--- config.mk ---
export PLATFORM = sky130hd
export DESIGN_NAME = mem_lsu
export DESIGN_NICKNAME = d
export VERILOG_FILES = /design/src/rtl/lsu_pkg.sv /design/src/rtl/lsu_align.sv /design/src/rtl/mem_lsu.sv
export SDC_FILE = /design/constraint.sdc
export NUM_CORES = 1
export LEC_CHECK = 0
export CAP_MARGIN = 15
export CORE_MARGIN = 2
export CORE_UTILIZATION = 29
export DETAILED_ROUTE_END_ITERATION = 10
export PLACE_DENSITY_LB_ADDON = 0.12
export SETUP_SLACK_MARGIN = 0.2
export SYNTH_ARGS = -nofsm -noshare
export SYNTH_HDL_FRONTEND = slang
export SYNTH_SLANG_ARGS = --single-unit
--- constraint.sdc ---
create_clock -name clk -period 3.2 [get_ports clk]
set_input_delay 0.64 -clock clk [delete_from_list [all_inputs] [get_ports clk]]
set_output_delay 0.64 -clock clk [all_outputs]
set_load 0.005 [all_outputs]
--- src/rtl/lsu_pkg.sv ---
// rtl/lsu_pkg.sv - shared funct3 codes and FSM state encoding for the MEM-stage LSU
// Purpose: constants and types used by mem_lsu and lsu_align.
package lsu_pkg;

   // RV32I load/store size/sign encodings
   localparam logic [2:0] F3_B  = 3'b000;
   localparam logic [2:0] F3_H  = 3'b001;
   localparam logic [2:0] F3_W  = 3'b010;
   localparam logic [2:0] F3_BU = 3'b100;
   localparam logic [2:0] F3_HU = 3'b101;

   typedef enum logic [1:0] {
      IDLE = 2'd0,
      BUSY = 2'd1,
      DONE = 2'd2
   } lsu_state_t;

endpackage

--- src/rtl/lsu_align.sv ---
// rtl/lsu_align.sv - combinational byte-lane steering, load extension and legality check
// Purpose: maps an access onto a 32-bit word bus.
// Ports:
//   i_load/i_store            current access kind (for the legality check)
//   i_funct3/i_offset/i_wsrc  current access size, byte offset and store data
//   o_be/o_wdata              store byte enables and lane-replicated store data
//   o_legal                   access is aligned, has a valid funct3, and is not both load and store
//   i_ld_funct3/i_ld_offset   size and offset captured when the load was issued
//   i_rdata/o_ldata           raw bus word in, extended load result out
module lsu_align
   import lsu_pkg::*;
(
   input  logic        i_load,
   input  logic        i_store,
   input  logic [2:0]  i_funct3,
   input  logic [1:0]  i_offset,
   input  logic [31:0] i_wsrc,
   output logic [3:0]  o_be,
   output logic [31:0] o_wdata,
   output logic        o_legal,
   input  logic [2:0]  i_ld_funct3,
   input  logic [1:0]  i_ld_offset,
   input  logic [31:0] i_rdata,
   output logic [31:0] o_ldata
);

   logic [7:0]  w_byte;
   logic [15:0] w_half;

   // Store lanes: data is replicated so the selected lanes always carry it
   always_comb begin
      o_be    = 4'b0000;
      o_wdata = 32'd0;
      case (i_funct3)
         F3_B: begin
            o_be    = 4'b0001 << i_offset;
            o_wdata = {4{i_wsrc[7:0]}};
         end
         F3_H: begin
            o_be    = 4'b0011 << i_offset;
            o_wdata = {2{i_wsrc[15:0]}};
         end
         F3_W: begin
            o_be    = 4'b1111;
            o_wdata = i_wsrc;
         end
         default: ;
      endcase
   end

   always_comb begin
      o_legal = 1'b0;
      if (i_load && !i_store) begin
         case (i_funct3)
            F3_B, F3_BU: o_legal = 1'b1;
            F3_H, F3_HU: o_legal = ~i_offset[0];
            F3_W:        o_legal = (i_offset == 2'b00);
            default:     o_legal = 1'b0;
         endcase
      end else if (i_store && !i_load) begin
         case (i_funct3)
            F3_B:    o_legal = 1'b1;
            F3_H:    o_legal = ~i_offset[0];
            F3_W:    o_legal = (i_offset == 2'b00);
            default: o_legal = 1'b0;
         endcase
      end
   end

   assign w_byte = i_rdata[{i_ld_offset, 3'b000} +: 8];
   assign w_half = i_ld_offset[1] ? i_rdata[31:16] : i_rdata[15:0];

   always_comb begin
      case (i_ld_funct3)
         F3_B:    o_ldata = {{24{w_byte[7]}}, w_byte};
         F3_BU:   o_ldata = {24'd0, w_byte};
         F3_H:    o_ldata = {{16{w_half[15]}}, w_half};
         F3_HU:   o_ldata = {16'd0, w_half};
         default: o_ldata = i_rdata;
      endcase
   end

endmodule

--- src/rtl/mem_lsu.sv ---
// rtl/mem_lsu.sv - MEM-stage load/store unit with request/ready data-memory bus
// Purpose: issues one word-aligned, byte-enabled bus access per memory instruction,
//   stalls the pipeline until it completes and returns the extended load data.
// Optional feature macro: LSU_TIMEOUT_EN (abort after TIMEOUT BUSY cycles without dmem_ready).
// Ports:
//   clk, rst                  clock, asynchronous active-high reset
//   MemRead_MEM/MemWrite_MEM  access request from EX/MEM
//   funct3_MEM, aluout_MEM    size/sign and byte address
//   rs2data_MEM               store data
//   dataout_MEM               extended load result to MEM/WB
//   stall_MEM                 freeze upstream pipeline registers
//   misalign_MEM              misaligned/illegal access, suppressed
//   dmem_*                    data-memory bus (req/we/addr/be/wdata out, ready/rdata in)
//   bus_err_MEM               one-cycle timeout abort flag
module mem_lsu
   import lsu_pkg::*;
#(
   parameter int TIMEOUT = 15,
   parameter int TW      = 4
) (
   input  logic        clk,
   input  logic        rst,
   input  logic        MemRead_MEM,
   input  logic        MemWrite_MEM,
   input  logic [2:0]  funct3_MEM,
   input  logic [31:0] aluout_MEM,
   input  logic [31:0] rs2data_MEM,
   output logic [31:0] dataout_MEM,
   output logic        stall_MEM,
   output logic        misalign_MEM,
   output logic        dmem_req,
   output logic        dmem_we,
   output logic [31:0] dmem_addr,
   output logic [3:0]  dmem_be,
   output logic [31:0] dmem_wdata,
   input  logic        dmem_ready,
   input  logic [31:0] dmem_rdata,
   output logic        bus_err_MEM
);

   lsu_state_t  r_state;
   logic        r_req;
   logic        r_we;
   logic [31:0] r_addr;
   logic [3:0]  r_be;
   logic [31:0] r_wdata;
   logic [31:0] r_dout;
   logic [2:0]  r_f3;
   logic [1:0]  r_off;
`ifdef LSU_TIMEOUT_EN
   logic [TW-1:0] r_cnt;
   logic          r_err;
`endif

   logic        w_access;
   logic        w_idle;
   logic        w_legal;
   logic [3:0]  w_be;
   logic [31:0] w_wdata;
   logic [31:0] w_ldata;

   assign w_access = MemRead_MEM | MemWrite_MEM;
   assign w_idle   = (r_state == IDLE);

   lsu_align u_align (
      .i_load      (MemRead_MEM),
      .i_store     (MemWrite_MEM),
      .i_funct3    (funct3_MEM),
      .i_offset    (aluout_MEM[1:0]),
      .i_wsrc      (rs2data_MEM),
      .o_be        (w_be),
      .o_wdata     (w_wdata),
      .o_legal     (w_legal),
      .i_ld_funct3 (r_f3),
      .i_ld_offset (r_off),
      .i_rdata     (dmem_rdata),
      .o_ldata     (w_ldata)
   );

   always_ff @(posedge clk or posedge rst) begin
      if (rst) begin
         r_state <= IDLE;
         r_req   <= 1'b0;
         r_we    <= 1'b0;
         r_addr  <= 32'd0;
         r_be    <= 4'b0000;
         r_wdata <= 32'd0;
         r_dout  <= 32'd0;
         r_f3    <= 3'b000;
         r_off   <= 2'b00;
`ifdef LSU_TIMEOUT_EN
         r_cnt   <= '0;
         r_err   <= 1'b0;
`endif
      end else begin
         case (r_state)
            IDLE: begin
               if (w_access && w_legal) begin
                  r_addr  <= {aluout_MEM[31:2], 2'b00};
                  r_be    <= MemWrite_MEM ? w_be : 4'b1111;
                  r_wdata <= MemWrite_MEM ? w_wdata : 32'd0;
                  r_we    <= MemWrite_MEM;
                  r_f3    <= funct3_MEM;
                  r_off   <= aluout_MEM[1:0];
                  r_req   <= 1'b1;
`ifdef LSU_TIMEOUT_EN
                  r_cnt   <= '0;
`endif
                  r_state <= BUSY;
               end else if (w_access) begin
                  // Suppressed access still writes back a clean zero
                  r_dout <= 32'd0;
               end
            end
            BUSY: begin
               if (dmem_ready) begin
                  if (!r_we) r_dout <= w_ldata;
                  r_req   <= 1'b0;
                  r_state <= DONE;
               end
`ifdef LSU_TIMEOUT_EN
               // Counter holds the number of completed waiting cycles; abort on the last allowed one
               else if (r_cnt == TW'(TIMEOUT - 1)) begin
                  r_cnt   <= r_cnt + 1'b1;
                  r_req   <= 1'b0;
                  r_dout  <= 32'd0;
                  r_err   <= 1'b1;
                  r_state <= DONE;
               end else begin
                  r_cnt <= r_cnt + 1'b1;
               end
`endif
            end
            DONE: begin
`ifdef LSU_TIMEOUT_EN
               r_err <= 1'b0;
`endif
               r_state <= IDLE;
            end
            default: r_state <= IDLE;
         endcase
      end
   end

   assign misalign_MEM = w_idle & w_access & ~w_legal;
   assign stall_MEM    = (w_idle & w_access & w_legal) | (r_state == BUSY);
   assign dataout_MEM  = misalign_MEM ? 32'd0 : r_dout;
   assign dmem_req     = r_req;
   assign dmem_we      = r_we;
   assign dmem_addr    = r_addr;
   assign dmem_be      = r_be;
   assign dmem_wdata   = r_wdata;
`ifdef LSU_TIMEOUT_EN
   assign bus_err_MEM  = r_err;
`else
   assign bus_err_MEM  = 1'b0;
`endif

endmodule

---- Yosys cells after proc, flatten, opt, wreduce, memory -nomap -nowiden ----
Index checks and enable logic that the tools add are counted.
storage, ports and cells
  word-level logic and storage cells ...... 70
  bits of input ports ..................... 104
  flip-flop bits (word level) ............. 107
  output and inout port bits .............. 105
cells by class
  multiplexer cells ....................... 22
  reduce and logical (&&, ||, !) cells .... 16
  shifts and indexed selects .............. 3
  eq/ne operators ......................... 13
  bitwise logic cells ..................... 7
operators with widths
  operator             number
  $mux 32              6
  $pmux 32 s4          1
  $pmux 32 s3          1
  $pmux 32 s2          1
  $shiftx 32x6->8      1
  $mux 16              1
  $eq 3x3->1 const B   4
  $pmux 4 s3           1
  $ne 2x2->1 const B   4
  $eq 3x1->1 const B   2
  $logic_not 3->1      2
  $pmux 1 s3           2
  $reduce_and 5->1     1
  $logic_not 2->1      2
  $mux 1               4
  $mux 2               2
  $mux 4               1
  $pmux 2 s2           1
  $reduce_and 2->1     2
  $reduce_or 2->1      2
  $shl 1x2->4 const A  1
  $shl 2x2->4 const A  1
  $and 1x1->1          3
  $eq 3x2->1 const B   1
  9 further kinds      14

---- Logic depth before layout (Yosys ltp) ----
  depth in word-level cells ............... 7
  gate-level depth with buffers ........... 7
  mapped depth without buffers ............ 5

---- Hierarchy ----
From an unflattened synthesis, not the netlist that was laid out.
unflattened totals
  cell total of the unflattened synthesis .. 631
  area, all modules ....................... 5,923.2 µm²
modules (own cells, without submodules)
  module     cells an instance  area each (µm²)  instances  seq. area each (µm²)
  mem_lsu    395                4,538.1          1          2,677.6
  lsu_align  236                1,385.1          1          0.0

---- Least setup slack after synthesis ----
OpenSTA, ideal clock, no wires.
  path kind ............................... input to output
  start ................................... in funct3_MEM[0]
  end ..................................... out dataout_MEM[10]
  stages .................................. 6
  setup slack ............................. 0.667 ns
  arrival time ............................ 1.893 ns
  required time ........................... 2.560 ns
  buffers on the path ..................... 3
  path through ............................ buf_2 o31a_1 o311ai_4 clkbuf_2 clkbuf_2 and2_1
between the ends
  longest elaborated chain between the ends .. 7
  elaborated cells between the ends (all ways) .. 14
  classes of those cells .................. eq/ne: 4; mux: 5; bitwise: 2; reduce/logical: 3
RTL lines
  what                                           line                              text
  from (decl)                                    mem_lsu.sv:25                     input logic [2:0] funct3_MEM,
  $eq 3x2->1, or another cell as far along       lsu_align.sv:54, lsu_align.sv:61
  $pmux 1 s3 or $reduce_or 2->1 (tied branches)  lsu_align.sv:61, lsu_align.sv:54
  $mux 1 or $pmux 1 s3 (tied branches)           lsu_align.sv:60, lsu_align.sv:54
  $mux 1 (*)                                     lsu_align.sv:53                   if (i_load && !i_store) begin
  $not 1->1 (*)                                  mem_lsu.sv:145                    assign misalign_MEM = w_idle & w_access & ~w_legal;
  $and 1x1->1 (*)                                mem_lsu.sv:145
  $mux 32 (*)                                    mem_lsu.sv:147                    assign dataout_MEM = misalign_MEM ? 32'd0 : r_dout;
  to (decl)                                      mem_lsu.sv:28                     output logic [31:0] dataout_MEM,
Mark *: on every way between the ends. The rest lies on a longest branch, timed or not.

---- Worst setup path after layout ----
  start ................................... in funct3_MEM[1]
  end ..................................... out stall_MEM
between the ends
  longest elaborated chain between the ends .. 6
  elaborated cells between the ends (all ways) .. 13
  classes of those cells .................. eq/ne: 4; mux: 4; bitwise: 2; reduce/logical: 3
RTL lines
  what                                           line                              text
  $eq 3x2->1, or another cell as far along       lsu_align.sv:54, lsu_align.sv:61
  $pmux 1 s3 or $reduce_or 2->1 (tied branches)  lsu_align.sv:61, lsu_align.sv:54
  $mux 1 or $pmux 1 s3 (tied branches)           lsu_align.sv:60, lsu_align.sv:54
  $mux 1 (*)                                     lsu_align.sv:53
  $and 1x1->1 (*)                                mem_lsu.sv:146                    assign stall_MEM = (w_idle & w_access & w_legal) | (r_state == BUSY);
  $or 1x1->1 (*)                                 mem_lsu.sv:146
  to (decl)                                      mem_lsu.sv:29                     output logic stall_MEM,
Marks and branches as above.

==> metrics.csv <==
metric,value,unit
Clock transition at path regs,0.07,ns
Worst Reg2Reg Path Length in Cells,4,
Final setup viols,0,
Worst EP arrival,2.28,ns
CP Data Required Time,2.56,ns
CP max FO,3,
clk_lat worst skew,0.35,ns
M1 wire length,7701,um
Final Hold Viols,0,
Buf/Inv on CP,4,
first-pass GRT wire length,26850,um
reg2reg setup slack,0.85,ns
kind of critical path,primary input to output pin,
Root Driver,clkbuf_16,
Setup crit start,funct3_MEM[1],
startpoint types,primary input,
ys async rst share,1.000,
"Distinct cells, synth",50,
Setup TNS,0,ns
routed via count,4751,
vias per inst,4.723,
met3 WL,1304,um
maximum vdd drop,0.3137,mV
Synth Cell Area,5590,um^2
Num CTS Buffers,9,
initial antenna violation count,2,
drt pass-1 iters,4,
Avg WL per Cell,17.11,um
final worst-path cycle share,0.9130,
HPWL after DPL,12520,um
WP depth,7,
maximum clock frequency,342.3,MHz
multi-input logic area,2604,um^2
Post-synth EDFFs,0,
syn_area_per_cell,10.53,um^2
P&R area growth vs syn,49.75,%
top_reg_cell synth,dfrtp_1,
Critical Path End,stall_MEM,
register bit total from synthesis,107,
register area share after synthesis,0.4790,
Die X,142.8,um
CP dominant cell by count,buf_4,
CTS Hold Bufs,0,
Mapped Cells,531,
Cell Rows,50,
Reg area,2678,um^2
# DRC,0,
WL met2,7892,um
gr usage total,0.1693,
Die Y,142.8,um
Lkg Pwr,3.495,nW
RSZ-0062 raised after global routing,false,
Worst Setup End Kind,output pin,
Worst R2R Start,r_off[1]$_DFFE_PP0P_,
buffer depth of the longest clock path,2,
vias in the first global route,4969,
Max Cap Viol,0,
# fillers,1813,
share of layout cells above drive strength 1,0.1653,
Fin Hold WS,0.4985,ns
largest net degree at the start of global routing,52,
Rel. slew slack,0.4764,
total gr overflow,0,
outcome,"complete, no violations",
Routed WL,17220,um
max incr delay on CP,0.54,ns
CTS tree,yes,
Port Buffer Count,205,
Top-Level Pins,209,
CTS sink cnt,107,
crit-path leading delay family,buffers and inverters,
RR Endpoint,r_dout[31]$_DFFE_PP0P_,
"Slowest-stage cell, CP",clkdlybuf4s50_1,
final antenna-violating net count,0,
Least-Margin Pin Slew,0.7854,ns
uppermost layer routed,met4,
Core Region,18830,um^2
Pins Over Slew Limit,0,
crit-path cells,"dlygate4sd2_1, buf_4, o31a_1, buf_4, o41a_1, nor2_1, clkdlybuf4s50_1",
Final Skew,0.009990,ns
"Min Clock Period, post-route",2.922,ns
NumNets Final,845,
1st-iter DRT viols,167,
number of H-tree levels,3,
"Power, Total",4.899,mW
die area,20400,um^2
pwr dens,585.2,nW/um^2
synth warn,0,
routability cong.,0.8704,
Initial Util,0.2969,
hold crit path type,flop to flop,
state kept, by name (all words and copies together) (netlist names):
signal and count:
dmem_addr 30, dmem_be 4, dmem_req 1, dmem_wdata 32, dmem_we 1, r_dout 32, r_f3 3, r_off 2
r_state 2
cell usage in the layout (no fill, tap or decap), types with 3 or more instances in the layout:
cell type,Yosys,routed
clkdlybuf4s50_1,0,165
dfrtp_1,107,107
mux2_2,52,52
and2_1,51,49
mux2i_1,40,40
nand2_1,34,34
inv_1,30,29
o21ai_0,29,29
dlygate4sd2_1,0,29
buf_4,11,23
nor3_1,18,18
nor2_1,17,17
a31oi_1,16,16
nor2b_1,11,11
o31ai_1,10,10
nand2b_1,9,9
a21oi_1,9,9
a22oi_1,9,9
clkbuf_16,0,9
a32o_1,6,6
or3_1,5,5
nand3_1,5,5
clkdlybuf4s15_2,0,5
buf_12,0,5
clkinvlp_4,0,3
conb_1,1,3
clkbuf_2,3,3
clkdlybuf4s15_1,0,3
layout make-up:
class,count,share of cell area
antenna,2,0.0005978
multi-input combinational,355,0.3110
sequential,107,0.3198
inverter,31,0.01435
timing repair buffer,237,0.2816
clock buffer,10,0.02735
clock inverter,4,0.006427
tap,260,0.03886
cells by family (layout without fill, tap and decap cells):
| kind of cell | after synthesis | after routing | share of synthesized area |
|---|---|---|---|
| mux | 94 | 94 | 0.1824 |
| other cells | 1 | 5 | 0.0006708 |
| simple gates | 160 | 160 | 0.1562 |
| flops | 107 | 107 | 0.4790 |
| buf+inv | 71 | 282 | 0.06177 |
| compound gates | 98 | 98 | 0.1200 |
Yosys cell counts (2+ instances only):
cell type / count / area [um^2]
or2_2: 2 / 12.51
buf_6: 3 / 33.78
nor2_1: 17 / 63.81
buf_4: 11 / 82.58
a31oi_1: 16 / 100.1
a21oi_1: 9 / 45.04
a32o_1: 6 / 60.06
and2_1: 51 / 319.1
or3_1: 5 / 31.28
mux2i_1: 40 / 400.4
buf_2: 9 / 45.04
a221oi_1: 2 / 17.52
nand2b_1: 9 / 56.30
o21a_1: 4 / 30.03
clkbuf_1: 12 / 45.04
clkbuf_2: 3 / 15.01
o31ai_1: 10 / 75.07
nand3_1: 5 / 25.02
buf_1: 2 / 7.510
nor3_1: 18 / 90.09
dfrtp_1: 107 / 2678
o22ai_1: 2 / 12.51
nor2b_1: 11 / 68.82
a22oi_1: 9 / 67.56
inv_1: 30 / 112.6
nand2_1: 34 / 127.6
mux2_2: 52 / 585.6
nor3b_2: 2 / 25.02
o21ai_0: 29 / 145.1
report_power, final:
part	switching (mW)	leakage, nW	internal [mW]
combinational	0.715	2.01	1.09
sequential	0.270	1.36	1.70
clock	0.517	0.131	0.601
total	1.50	3.49	3.40
worst min path at each step:
| stage | depth (start not counted) | from | slack [ns] | endpoint |
|---|---|---|---|---|
| after floorplan | 1 | r_dout[8]$_DFFE_PP0P_ | 0.44 | r_dout[8]$_DFFE_PP0P_ |
| after global placement | 2 | r_dout[6]$_DFFE_PP0P_ | 0.49 | r_dout[6]$_DFFE_PP0P_ |
| after detailed placement | 1 | r_dout[13]$_DFFE_PP0P_ | 0.49 | r_dout[13]$_DFFE_PP0P_ |
| after CTS | 1 | r_dout[13]$_DFFE_PP0P_ | 0.51 | r_dout[13]$_DFFE_PP0P_ |
| after global routing | 1 | r_dout[12]$_DFFE_PP0P_ | 0.51 | r_dout[12]$_DFFE_PP0P_ |
| final | 1 | r_dout[13]$_DFFE_PP0P_ | 0.50 | r_dout[13]$_DFFE_PP0P_ |
routing by layer:
metal  GRT usage  up-vias
li1            -     2259
met1      0.2223     2298
met2      0.2718      171
met3     0.04594       23
met4     0.05419        0
met5           0        -
through the flow:
step	setup WS, ns	utilization	cell area [um^2]	std cells
after global routing	0.2043	0.4445	8369	1005
final	0.2785	0.4446	8372	1006
after floorplan	0.6666	-	5602	533
after global placement	-0.01172	0.4235	7974	980
after CTS	0.2191	0.4451	8381	1004
after detailed placement	-0.06697	0.4235	7974	980
repair_timing:
action / 4_1_cts / 5_1_grt
pin swaps: 2 / 2
gates cloned: 2 / 0
resized for setup: 65 / 4
endpoints found under the setup margin: 34 / 3
buffers inserted: 8 / 0
Note: power is estimated with default switching activity, not from simulation.
